===== src/rtl/serial_pattern_gen.sv =====
// Serial bit-pattern transmitter: a parallel pattern is accepted through a load/ready
// handshake and shifted out MSB-first on dout, one bit per clk, for repeat_n+1 passes.
module serial_pattern_gen #(
   parameter int WIDTH = 8,
   parameter int CNT_W = 4
) (
   input  logic             clk,
   input  logic             reset,
   input  logic             load,
   input  logic [WIDTH-1:0] pattern,
   input  logic [CNT_W-1:0] repeat_n,
   input  logic             stop,
   output logic             ready,
   output logic             dout,
   output logic             dout_valid,
   output logic             busy,
   output logic             done
);

   localparam int BW = (WIDTH > 2) ? $clog2(WIDTH) : 1;
   localparam logic [BW-1:0] LAST_IDX = BW'(WIDTH - 1);

   typedef enum logic [1:0] {
      IDLE  = 2'd0,
      SHIFT = 2'd1,
      DONE  = 2'd2
   } state_t;

   state_t           state;
   logic [WIDTH-1:0] hold;
   logic [WIDTH-1:0] shreg;
   logic [BW-1:0]    bit_cnt;
   logic [CNT_W-1:0] rep_cnt;

   // hold keeps the accepted pattern so every pass reloads it, independent of the inputs.
   always_ff @(posedge clk or posedge reset) begin
      if (reset) begin
         state      <= IDLE;
         hold       <= '0;
         shreg      <= '0;
         bit_cnt    <= '0;
         rep_cnt    <= '0;
         ready      <= 1'b1;
         dout       <= 1'b0;
         dout_valid <= 1'b0;
         busy       <= 1'b0;
         done       <= 1'b0;
      end else begin
         case (state)
            IDLE: begin
               done <= 1'b0;
               if (load && !stop) begin
                  hold       <= pattern;
                  dout       <= pattern[WIDTH-1];
                  dout_valid <= 1'b1;
                  shreg      <= pattern << 1;
                  bit_cnt    <= LAST_IDX;
                  rep_cnt    <= repeat_n;
                  ready      <= 1'b0;
                  busy       <= 1'b1;
                  state      <= SHIFT;
               end
            end

            SHIFT: begin
               if (stop) begin
                  dout       <= 1'b0;
                  dout_valid <= 1'b0;
                  busy       <= 1'b0;
                  ready      <= 1'b1;
                  shreg      <= '0;
                  bit_cnt    <= '0;
                  rep_cnt    <= '0;
                  state      <= IDLE;
               end else if (bit_cnt == '0) begin
                  // A pass just finished; start the next one with no gap bit, or wrap up.
                  if (rep_cnt != '0) begin
                     dout    <= hold[WIDTH-1];
                     shreg   <= hold << 1;
                     bit_cnt <= LAST_IDX;
                     rep_cnt <= rep_cnt - 1'b1;
                  end else begin
                     dout       <= 1'b0;
                     dout_valid <= 1'b0;
                     done       <= 1'b1;
                     shreg      <= '0;
                     state      <= DONE;
                  end
               end else begin
                  dout    <= shreg[WIDTH-1];
                  shreg   <= shreg << 1;
                  bit_cnt <= bit_cnt - 1'b1;
               end
            end

            DONE: begin
               done  <= 1'b0;
               busy  <= 1'b0;
               ready <= 1'b1;
               state <= IDLE;
            end

            default: begin
               dout       <= 1'b0;
               dout_valid <= 1'b0;
               done       <= 1'b0;
               busy       <= 1'b0;
               ready      <= 1'b1;
               state      <= IDLE;
            end
         endcase
      end
   end

endmodule

===== config.mk =====
export PLATFORM = sky130hd
export DESIGN_NAME = serial_pattern_gen
export DESIGN_NICKNAME = d
export VERILOG_FILES = /design/src/rtl/serial_pattern_gen.sv
export SDC_FILE = /design/constraint.sdc
export NUM_CORES = 1
export LEC_CHECK = 0
export ABC_AREA = 1
export CAP_MARGIN = 40
export CORE_UTILIZATION = 40
export DETAILED_ROUTE_END_ITERATION = 8
export PLACE_DENSITY = 0.62
export SLEW_MARGIN = 20
export SYNTH_ARGS = -nofsm -noshare
export SYNTH_HDL_FRONTEND = slang
export SYNTH_SLANG_ARGS = --single-unit

===== constraint.sdc =====
create_clock -name clk -period 3.2 [get_ports clk]
set_clock_uncertainty 0.2 [all_clocks]
set_input_delay 0.48 -clock clk [delete_from_list [all_inputs] [get_ports clk]]
set_output_delay 0.48 -clock clk [all_outputs]
set_load 0.05 [all_outputs]

Yosys cells after proc, flatten, opt, wreduce, memory -nomap -nowiden
Cells that the tools add are included.
{"block": "word_totals", "register_bits": 30, "inputBits": 16, "output_inout_bits": 5, "elab_cells": 78}
{"block": "classes", "addsub": 2, "eq_ne": 11, "n_mux": 39, "bitwise": 1, "n_reduce_logical": 15}
{"operator": "2-to-1 mux 8 bit", "count": 4}
{"operator": "2-to-1 mux 4 bit", "count": 4}
{"operator": "one-hot mux 8 bit (2 select lines)", "count": 1}
{"operator": "2-to-1 mux 1 bit", "count": 15}
{"operator": "2-to-1 mux 3 bit", "count": 4}
{"operator": "inequality test 2 bit, second input constant", "count": 5}
{"operator": "inequality test 3 bit, second input constant", "count": 3}
{"operator": "AND reduction 3 bit", "count": 3}
{"operator": "2-to-1 mux 2 bit", "count": 4}
{"operator": "one-hot mux 4 bit (2 select lines)", "count": 1}
{"operator": "AND reduction 2 bit", "count": 4}
{"operator": "AND reduction 4 bit", "count": 2}
{"operator": "one-hot mux 1 bit (3 select lines)", "count": 2}
{"operator": "one-hot mux 3 bit (2 select lines)", "count": 1}
{"operator": "inequality test 4 bit, second input constant", "count": 1}
{"operator": "one-hot mux 1 bit (2 select lines)", "count": 2}
{"operator": "one-hot mux 2 bit (2 select lines)", "count": 1}
{"operator": "nonzero test 4 bit", "count": 1}
{"operator": "subtractor 4 x 1 -> 4 bit, second input constant", "count": 1}
{"operator": "zero test 3 bit", "count": 1}
{"operator": "subtractor 3 x 1 -> 3 bit, second input constant", "count": 1}
{"operator": "== test 2 x 1 -> 1 bit, second input constant", "count": 1}
{"operator": "== test 2 bit, second input constant", "count": 1}
{"operator": "zero test 2 bit", "count": 1}
{"operator": "4 further kinds", "count": 4}

Longest topological paths before layout
Gate-level depths: netlist of the first run.
{"block": "logic_depth", "ltp_word": 5, "ltp_mapped": 9, "ltp_nobuf": 9}

Least setup slack after synthesis of the first run
OpenSTA, ideal clock, no wires.
{"block": "synth_timing", "path_kind": "register to register", "from": "register bit_cnt[0]", "to": "register dout_valid", "setup_ns": 0.119, "arrival_time_ns": 1.262, "path_slack_ns": 1.618, "path_stages_with_launch": 10, "path_buffers": 0, "cell_sequence": "dfrtp_1 > inv_1 > ha_1 > inv_1 > nor2_1 > nor2_1 > nor2_1 > nand2_1 > nand2_1 > nand2_1"}
{"block": "synth_via", "elab_chain_cells": 3}
{"element": "start: declaration", "line": "32", "rtl": "logic [BW-1:0] bit_cnt;"}
{"element": "start signal: assignment", "line": "92", "rtl": "bit_cnt <= bit_cnt - 1'b1;"}
{"element": "zero test 3 bit", "line": "75", "rtl": "end else if (bit_cnt == '0) begin"}
{"element": "inequality test 3 bit (no source line)"}
{"element": "AND reduction 4 bit (no source line)"}
{"element": "end signal: assignment", "line": "68", "rtl": "dout_valid <= 1'b0;"}
{"element": "end signal: assignment", "line": "84", "rtl": "dout_valid <= 1'b0;"}
{"element": "end signal: assignment", "line": "105", "rtl": "dout_valid <= 1'b0;"}
{"element": "end: declaration", "line": "15", "rtl": "output logic dout_valid,"}
Every way passes these cells.
A chain may end at the register's enable or synchronous reset.

Final worst setup path of the first run
{"block": "layout_timing", "from": "register ready", "to": "output port ready"}
{"element": "start: declaration", "line": "13", "rtl": "output logic ready,"}
{"element": "start signal: assignment", "line": "43", "rtl": "ready <= 1'b1;"}
{"element": "start signal: assignment", "line": "59", "rtl": "ready <= 1'b0;"}
{"element": "start signal: assignment", "line": "70", "rtl": "ready <= 1'b1;"}
No word-level cell between the ends.

==> metrics.txt, run 1 <==
# TYPE chip_impl_metric gauge
chip_impl_info{name="run_status",value="complete, no violations"} 1
chip_impl_metric{name="place_congestion",unit=""} 0.775
chip_impl_info{name="tritoncts_clock_tree",value="built"} 1
chip_impl_metric{name="cp_slowest_stage_delay",unit="ps"} 790
chip_impl_metric{name="synthCells",unit=""} 194
chip_impl_metric{name="route.vias.total",unit=""} 1266
chip_impl_metric{name="ctsHoldBuffers",unit=""} 0
chip_impl_metric{name="dpl.hpwl",unit="mm"} 2.25
chip_impl_metric{name="htree_num_levels",unit=""} 2
chip_impl_metric{name="synth-seq-area-share",unit="%"} 45.5
chip_impl_metric{name="global_route_wire_length_before_repair",unit="mm"} 5.78
chip_impl_metric{name="final.min_clock_period",unit="ps"} 2270
chip_impl_metric{name="detailedRoute.firstPassIterationCount",unit=""} 4
chip_impl_metric{name="tightest_slew",unit="ps"} 532
chip_impl_info{name="critPathKind",value="flip-flop to output pin"} 1
chip_impl_metric{name="floorplan.die.width",unit="um"} 65.2
chip_impl_metric{name="core_area",unit="mm^2"} 0.00374
chip_impl_info{name="rsz0062_at_grt",value="false"} 1
chip_impl_info{name="synth_top_flop_cell",value="sky130_fd_sc_hd__dfrtp_1"} 1
chip_impl_metric{name="wl",unit="mm"} 3.17
chip_impl_metric{name="worstSkewPairLatency",unit="ps"} 280
chip_impl_info{name="hold_path_class",value="flip-flop to flip-flop"} 1
chip_impl_metric{name="slew_viol_final",unit=""} 0
chip_impl_metric{name="initial_utilization",unit="%"} 42.7
chip_impl_metric{name="n_antenna_cell",unit=""} 0
chip_impl_info{name="yosys-top-cells-area",value="sky130_fd_sc_hd__dfrtp_1 (44%), sky130_fd_sc_hd__nand2_1 (14%), sky130_fd_sc_hd__nand3_1 (4.4%)"} 1
chip_impl_metric{name="pin_count_of_the_biggest_net_entering_global_routing",unit=""} 30
chip_impl_metric{name="flow.area_growth_from_synthesis",unit="%"} 19.5
chip_impl_metric{name="drt-wirelength-per-cell",unit="um"} 11.9
chip_impl_info{name="crit_chain",value="clkdlybuf4s50_1"} 1
chip_impl_metric{name="grt_use_total",unit="%"} 17.9
chip_impl_metric{name="design.die.area",unit="mm^2"} 0.00425
chip_impl_metric{name="clockBufferDepth",unit=""} 2
chip_impl_info{name="top_post_synthesis_cells_by_count",value="sky130_fd_sc_hd__nand2_1 (60), sky130_fd_sc_hd__dfrtp_1 (28), sky130_fd_sc_hd__inv_1 (18), sky130_fd_sc_hd__nor2_1 (18), sky130_fd_sc_hd__nand3_1 (14)"} 1
chip_impl_metric{name="cp_max_fo",unit=""} 2
chip_impl_metric{name="die_height",unit="um"} 65.2
chip_impl_metric{name="timing_hold_violations_final",unit=""} 0
chip_impl_info{name="worstSetupStartpointType",value="flip-flop"} 1
chip_impl_metric{name="arrival",unit="ps"} 1590
chip_impl_metric{name="number_of_buffers_and_inverters_on_the_critical_path",unit=""} 1
chip_impl_metric{name="synth-warning-count",unit=""} 0
chip_impl_info{name="yosys.area.top_type",value="sky130_fd_sc_hd__dfrtp_1"} 1
chip_impl_metric{name="cts.sink_count",unit=""} 29
chip_impl_metric{name="cap_viol_max_count",unit=""} 0
chip_impl_metric{name="synthesis.area_per_instance",unit="um^2"} 8.24
chip_impl_metric{name="setup_tns",unit="ps"} 0
chip_impl_metric{name="grt_overflow",unit=""} 0
chip_impl_metric{name="postSynthNetCount",unit=""} 214
chip_impl_metric{name="max_slew_margin",unit="%"} 64.5
chip_impl_metric{name="antenna_violating_nets_left",unit=""} 0
chip_impl_metric{name="num-nets-final",unit=""} 238
chip_impl_metric{name="synth.lib_cells_used.distinct",unit=""} 27
chip_impl_metric{name="post_route_cells_drive_above_1_share",unit="%"} 14.7
chip_impl_metric{name="grt_pass1_vias",unit=""} 1300
chip_impl_info{name="yosys.cell_count.top_type",value="sky130_fd_sc_hd__nand2_1"} 1
chip_impl_info{name="path_delay_family",value="buffers and inverters"} 1
chip_impl_metric{name="synth_enable_flop_cells",unit=""} 0
chip_impl_metric{name="post_synth_instance_area",unit="mm^2"} 0.00160
chip_impl_metric{name="final_min_period_over_clock_period",unit="%"} 70.9
chip_impl_metric{name="post_cts.resized_instances",unit=""} 0
chip_impl_info{name="cts_root_buf",value="sky130_fd_sc_hd__clkbuf_8"} 1
chip_impl_metric{name="fmaxAchievable",unit="MHz"} 441
chip_impl_info{name="type_of_element_capturing_the_critical_path",value="output pin"} 1
chip_impl_metric{name="p_leak",unit="nW"} 0.949
chip_impl_metric{name="antenna_found_initial",unit=""} 0
chip_impl_metric{name="postSynth.asyncResetShare",unit="%"} 100
chip_impl_metric{name="post-route-util",unit="%"} 51.0
chip_impl_metric{name="power.density_cell_area",unit="mW/mm^2"} 971
chip_impl_metric{name="io-pin-count",unit=""} 21
chip_impl_metric{name="count_of_unresolved_drc_violations_after_routing",unit=""} 0
chip_impl_metric{name="cts_inserted_buffers",unit=""} 5
chip_impl_metric{name="post-synth-top-area-fraction",unit="%"} 43.8
chip_impl_metric{name="drt_iter0_drc",unit=""} 81
chip_impl_metric{name="synth-seq-cells",unit=""} 29
chip_impl_metric{name="worst_vdd_rail_ir_drop",unit="mV"} 0.349
chip_impl_info{name="cpMaxStageDelayCell",value="sky130_fd_sc_hd__clkdlybuf4s50_1"} 1
chip_impl_metric{name="fp-row-count",unit=""} 22
chip_impl_metric{name="post_cts_buffers",unit=""} 0
chip_impl_metric{name="clkSlewWorstSetupHoldPaths",unit="ps"} 60
chip_impl_metric{name="port-buffer-count",unit=""} 20
chip_impl_metric{name="finalSetupViolations",unit=""} 0
chip_impl_metric{name="cp.required",unit="ps"} 2520
chip_impl_metric{name="post_drt_via_cell_ratio",unit=""} 4.76
==> layout make-up <==
class,count,area [um^2]
sequential,29,727
clock buffer,7,86.3
multi-input combinational,141,751
inverter,19,71.3
timing repair buffer,22,215
fill,399,1830
tap,48,60.1
==> cells by family (layout without fill, tap and decap cells) <==
logic type / after synthesis / after routing / share of synthesized area [%]
buffers and inverters: 24 / 48 / 7.59
AOI/OAI and AO/OA: 27 / 27 / 10.5
muxes: 6 / 6 / 4.69
xor gates and xnor gates: 2 / 2 / 1.10
and+or+nand+nor: 102 / 102 / 27.5
adders and majority gates: 4 / 4 / 3.13
DFF: 29 / 29 / 45.5
==> worst paths after layout <==
kind / from / to / slack [ps] / cells past startpoint
worst max register to register: state[1]$_DFFE_PP0P_ / rep_cnt[1]$_DFFE_PP0P_ / 1210 / 8
min in group asynchronous: reset / shreg[1]$_DFFE_PP0P_ / 370 / 3
max in group asynchronous: reset / ready$_DFFE_PP1P_ / 2110 / 3
worst min-delay path: done$_DFFE_PP0P_ / done$_DFFE_PP0P_ / 280 / 2
worst min register to register: done$_DFFE_PP0P_ / done$_DFFE_PP0P_ / 280 / 2
worst max-delay path: ready$_DFFE_PP1P_ / ready / 930 / 1
==> power breakdown <==
part / total (W) / internal, W / switching [W]
Sequential: 0.000652 / 0.000546 / 0.000106
Clock: 0.000303 / 0.000170 / 0.000133
Combinational: 0.000900 / 0.000341 / 0.000559
==> routing by layer <==
metal,vias up,global-route usage [%],part of all wire [%]
met5,-,0,0
li1,666,-,-
met2,22,27.8,46
met3,6,5.56,3.6
met4,0,7.88,1.4
met1,572,22.8,49
==> per-stage QoR <==
stage | instance area [um^2] | setup slack [ps] | total power, W | hold slack [ps] | cells
after floorplan | 1600 | 1620 | 0.00137 | 252 | 194
after global placement | 1820 | 942 | 0.00156 | 272 | 259
after detailed placement | 1820 | 894 | 0.00157 | 272 | 259
after CTS | 1910 | 920 | 0.00188 | 287 | 266
after global routing | 1910 | 889 | 0.00204 | 313 | 266
final | 1910 | 932 | 0.00186 | 283 | 266
==> cell usage in the layout (no fill, tap or decap), types with 2 or more instances in the layout <==
cell type | Yosys | layout
sky130_fd_sc_hd__mux2_4 | 2 | 2
sky130_fd_sc_hd__buf_4 | 1 | 2
sky130_fd_sc_hd__nand2_1 | 60 | 60
sky130_fd_sc_hd__inv_1 | 18 | 18
sky130_fd_sc_hd__dfrtp_1 | 28 | 28
sky130_fd_sc_hd__ha_1 | 4 | 4
sky130_fd_sc_hd__nor2_1 | 18 | 18
sky130_fd_sc_hd__mux2_2 | 4 | 4
sky130_fd_sc_hd__o21ai_2 | 4 | 4
sky130_fd_sc_hd__nand3_1 | 14 | 14
sky130_fd_sc_hd__nor2_2 | 2 | 2
sky130_fd_sc_hd__nand2_2 | 4 | 4
sky130_fd_sc_hd__clkbuf_8 | 0 | 6
sky130_fd_sc_hd__xor2_1 | 2 | 2
sky130_fd_sc_hd__clkdlybuf4s50_1 | 0 | 20
sky130_fd_sc_hd__o21ai_0 | 11 | 11
sky130_fd_sc_hd__a21oi_2 | 4 | 4
sky130_fd_sc_hd__a21oi_1 | 6 | 6
==> sequential cells by signal (all words and copies together), names as in the netlist <==
signal and flops:
hold 8, shreg 7, rep_cnt 4, bit_cnt 3
state 2, busy 1, done 1, dout 1
dout_valid 1, ready 1
(Power assumes the default switching activity.)
==> run 2, diff against run 1 <==
--- a/config.mk
+++ b/config.mk
@@ -9,7 +9,7 @@
 export CAP_MARGIN = 40
 export CORE_UTILIZATION = 40
 export DETAILED_ROUTE_END_ITERATION = 8
-export PLACE_DENSITY = 0.62
+export PLACE_DENSITY = 0.64
 export SLEW_MARGIN = 20
 export SYNTH_ARGS = -nofsm -noshare
 export SYNTH_HDL_FRONTEND = slang
==> constraint.sdc (replaced) <==
create_clock -name clk -period 2.08 [get_ports clk]
set_clock_uncertainty 0.2 [all_clocks]
set_input_delay 0.312 -clock clk [delete_from_list [all_inputs] [get_ports clk]]
set_output_delay 0.312 -clock clk [all_outputs]
set_load 0.05 [all_outputs]
==> run 2 against run 1 <==
Sequential share of layout area down 1.2 points. Count of clock-buffer cells in the layout down 1. Design area is 3.2% higher. Critical endpoint is now dout. Largest cell class unchanged. Largest power group unchanged.
==> metrics.txt, run 2 (synthesis results as in run 1) <==
# TYPE chip_impl_metric gauge
chip_impl_metric{name="fmaxAchievable",unit="MHz"} 515
chip_impl_metric{name="largest_reg_flops",unit=""} 8
chip_impl_metric{name="design.die.area",unit="mm^2"} 0.00425
chip_impl_metric{name="p_leak",unit="nW"} 0.983
chip_impl_metric{name="worstSkewPairLatency",unit="ps"} 280
chip_impl_info{name="type_of_element_capturing_the_critical_path",value="output pin"} 1
chip_impl_metric{name="antenna_found_initial",unit=""} 0
chip_impl_metric{name="timing_hold_violations_final",unit=""} 0
chip_impl_info{name="critPathKind",value="flip-flop to output pin"} 1
chip_impl_metric{name="tightest_slew",unit="ps"} 488
chip_impl_metric{name="detailedRoute.firstPassIterationCount",unit=""} 4
chip_impl_info{name="mostFrequentLayoutCell",value="sky130_fd_sc_hd__nand2_1"} 1
chip_impl_metric{name="max_slew_margin",unit="%"} 67.3
chip_impl_metric{name="cp_max_fo",unit=""} 2
chip_impl_metric{name="post_route_cells_drive_above_1_share",unit="%"} 17.5
chip_impl_metric{name="pin_count_of_the_biggest_net_entering_global_routing",unit=""} 30
chip_impl_metric{name="number_of_buffers_and_inverters_on_the_critical_path",unit=""} 1
chip_impl_metric{name="initial_utilization",unit="%"} 42.7
chip_impl_metric{name="fin_total_pwr",unit="W"} 0.00304
chip_impl_metric{name="post_cts.resized_instances",unit=""} 0
chip_impl_metric{name="worst_hold_slack",unit="ps"} 202
chip_impl_metric{name="post_drt_via_cell_ratio",unit=""} 4.79
chip_impl_info{name="worstSetupStartpointType",value="flip-flop"} 1
chip_impl_metric{name="grt_pass1_vias",unit=""} 1250
chip_impl_metric{name="finalNonFillerCells",unit=""} 271
chip_impl_metric{name="port-buffer-count",unit=""} 20
chip_impl_metric{name="final_min_period_over_clock_period",unit="%"} 93.4
chip_impl_metric{name="cap_viol_max_count",unit=""} 0
chip_impl_info{name="path_delay_family",value="buffers and inverters"} 1
chip_impl_metric{name="global_route_wire_length_before_repair",unit="mm"} 5.69
chip_impl_info{name="tritoncts_clock_tree",value="built"} 1
chip_impl_metric{name="flow.area_growth_from_synthesis",unit="%"} 23.3
chip_impl_metric{name="grt_use_total",unit="%"} 17.8
chip_impl_metric{name="clkSlewWorstSetupHoldPaths",unit="ps"} 70
chip_impl_metric{name="grt_overflow",unit=""} 0
chip_impl_metric{name="drt_iter0_drc",unit=""} 51
chip_impl_info{name="run_status",value="complete, no violations"} 1
chip_impl_metric{name="cts.sink_count",unit=""} 29
chip_impl_metric{name="clockBufferDepth",unit=""} 2
chip_impl_metric{name="ctsHoldBuffers",unit=""} 0
chip_impl_metric{name="dpl.hpwl",unit="mm"} 2.32
chip_impl_metric{name="antenna_violating_nets_left",unit=""} 0
chip_impl_metric{name="post_cts_buffers",unit=""} 0
chip_impl_metric{name="htree_num_levels",unit=""} 2
chip_impl_info{name="biggestRegsByFlops",value="hold x8, shreg x7, rep_cnt x4"} 1
chip_impl_info{name="cts_root_buf",value="sky130_fd_sc_hd__clkbuf_8"} 1
chip_impl_info{name="rsz0062_at_grt",value="false"} 1
chip_impl_metric{name="die_height",unit="um"} 65.2
chip_impl_metric{name="route.vias.total",unit=""} 1299
chip_impl_metric{name="setup_tns",unit="ps"} 0
chip_impl_metric{name="num-nets-final",unit=""} 242
chip_impl_metric{name="cell_depth_of_the_worst_setup_path",unit=""} 1
chip_impl_metric{name="io-pin-count",unit=""} 21
chip_impl_metric{name="place_congestion",unit=""} 0.773
chip_impl_metric{name="worst_vdd_rail_ir_drop",unit="mV"} 0.627
chip_impl_info{name="cpMaxStageDelayCell",value="sky130_fd_sc_hd__clkdlybuf4s50_1"} 1
chip_impl_metric{name="finalSetupViolations",unit=""} 0
chip_impl_metric{name="drt-wirelength-per-cell",unit="um"} 12.0
chip_impl_metric{name="cp.required",unit="ps"} 1570
chip_impl_metric{name="n_antenna_cell",unit=""} 0
chip_impl_metric{name="slew_viol_final",unit=""} 0
chip_impl_info{name="top_register",value="hold"} 1
chip_impl_metric{name="count_of_unresolved_drc_violations_after_routing",unit=""} 0
chip_impl_metric{name="arrival",unit="ps"} 1430
chip_impl_metric{name="power.density_cell_area",unit="mW/mm^2"} 1540
chip_impl_metric{name="floorplan.die.width",unit="um"} 65.2
chip_impl_info{name="crit_chain",value="clkdlybuf4s50_1"} 1
chip_impl_info{name="mostFrequentLayoutCells",value="sky130_fd_sc_hd__nand2_1 (60), sky130_fd_sc_hd__dfrtp_1 (28), sky130_fd_sc_hd__clkdlybuf4s50_1 (19), sky130_fd_sc_hd__inv_1 (18), sky130_fd_sc_hd__nor2_1 (18)"} 1
chip_impl_metric{name="cp_slowest_stage_delay",unit="ps"} 800
chip_impl_metric{name="wl",unit="mm"} 3.24
chip_impl_metric{name="cts_inserted_buffers",unit=""} 5
chip_impl_metric{name="cells_on_worst_reg2reg_path",unit=""} 7
chip_impl_info{name="hold_path_class",value="primary input to asynchronous set/reset pin"} 1
chip_impl_metric{name="core_area",unit="mm^2"} 0.00374
chip_impl_metric{name="fp-row-count",unit=""} 22
chip_impl_metric{name="place_inst",unit=""} 263
chip_impl_metric{name="final.min_clock_period",unit="ps"} 1940
run 2: cell count changes in the layout (fill, tap and decap cells not counted):
cell	delta
sky130_fd_sc_hd__buf_4	+5
sky130_fd_sc_hd__bufinv_16	+1
sky130_fd_sc_hd__clkbuf_1	-1
sky130_fd_sc_hd__clkdlybuf4s50_1	-1
sky130_fd_sc_hd__clkinvlp_4	+1
run 2: final timing paths:
kind                                         from                      to  slack (ps)
hold reg to reg                  busy$_DFFE_PP0P_        busy$_DFFE_PP0P_         270
setup reg to reg           bit_cnt[0]$_DFFE_PP0P_  bit_cnt[1]$_DFFE_PP0P_         270
hold / removal                              reset  bit_cnt[2]$_DFFE_PP0P_         200
max in group asynchronous                   reset       ready$_DFFE_PP1P_        1150
setup / recovery                 dout$_DFFE_PP0P_                    dout         140
min in group clk                 busy$_DFFE_PP0P_        busy$_DFFE_PP0P_         270
run 2: worst reg2reg max path, cell delays in order (launching register included):
cell,delay (ps)
sky130_fd_sc_hd__dfrtp_1,380
sky130_fd_sc_hd__inv_1,90
sky130_fd_sc_hd__ha_1,170
sky130_fd_sc_hd__nand2_1,270
sky130_fd_sc_hd__nor2_1,230
sky130_fd_sc_hd__nand2_1,140
sky130_fd_sc_hd__nand2_2,130
sky130_fd_sc_hd__o21ai_0,90
run 2: per-layer routing:
metal  global-route usage [%]  routed length (um)  up-vias
met1                     24.5                1580      592
met2                     27.3                1500       32
met5                        0                   0        -
met3                     4.17                 132        4
met4                     6.52                  31        0
li1                         -                   -      671
run 2: report_power, final:
part / total, W / internal, W / switching [W] / leakage (nW)
combinational: 0.00142 / 0.000545 / 0.000878 / 0.572
sequential: 0.00100 / 0.000840 / 0.000163 / 0.353
clock: 0.000612 / 0.000389 / 0.000223 / 0.0574
total: 0.00304 / 0.00177 / 0.00126 / 0.983
run 2: area by class of cell:
type | instances | area, um^2
Multi-Input combinational cell | 141 | 751
Clock inverter | 2 | 37.5
Tap cell | 48 | 60.1
Clock buffer | 6 | 82.6
Timing Repair Buffer | 26 | 243
Fill cell | 372 | 1770
Inverter | 19 | 71.3
Sequential cell | 29 | 727
run 2: per-stage QoR:
stage | area (um^2) | setup slack [ps] | utilization (%)
6_report | 1970 | 138 | 52.7
3_5_place_dp | 1850 | 88.6 | 49.5
2_1_floorplan | 1600 | 498 | -
5_1_grt | 1970 | 99.2 | 52.7
3_3_place_gp | 1850 | 105 | 49.5
4_1_cts | 1970 | 121 | 52.7
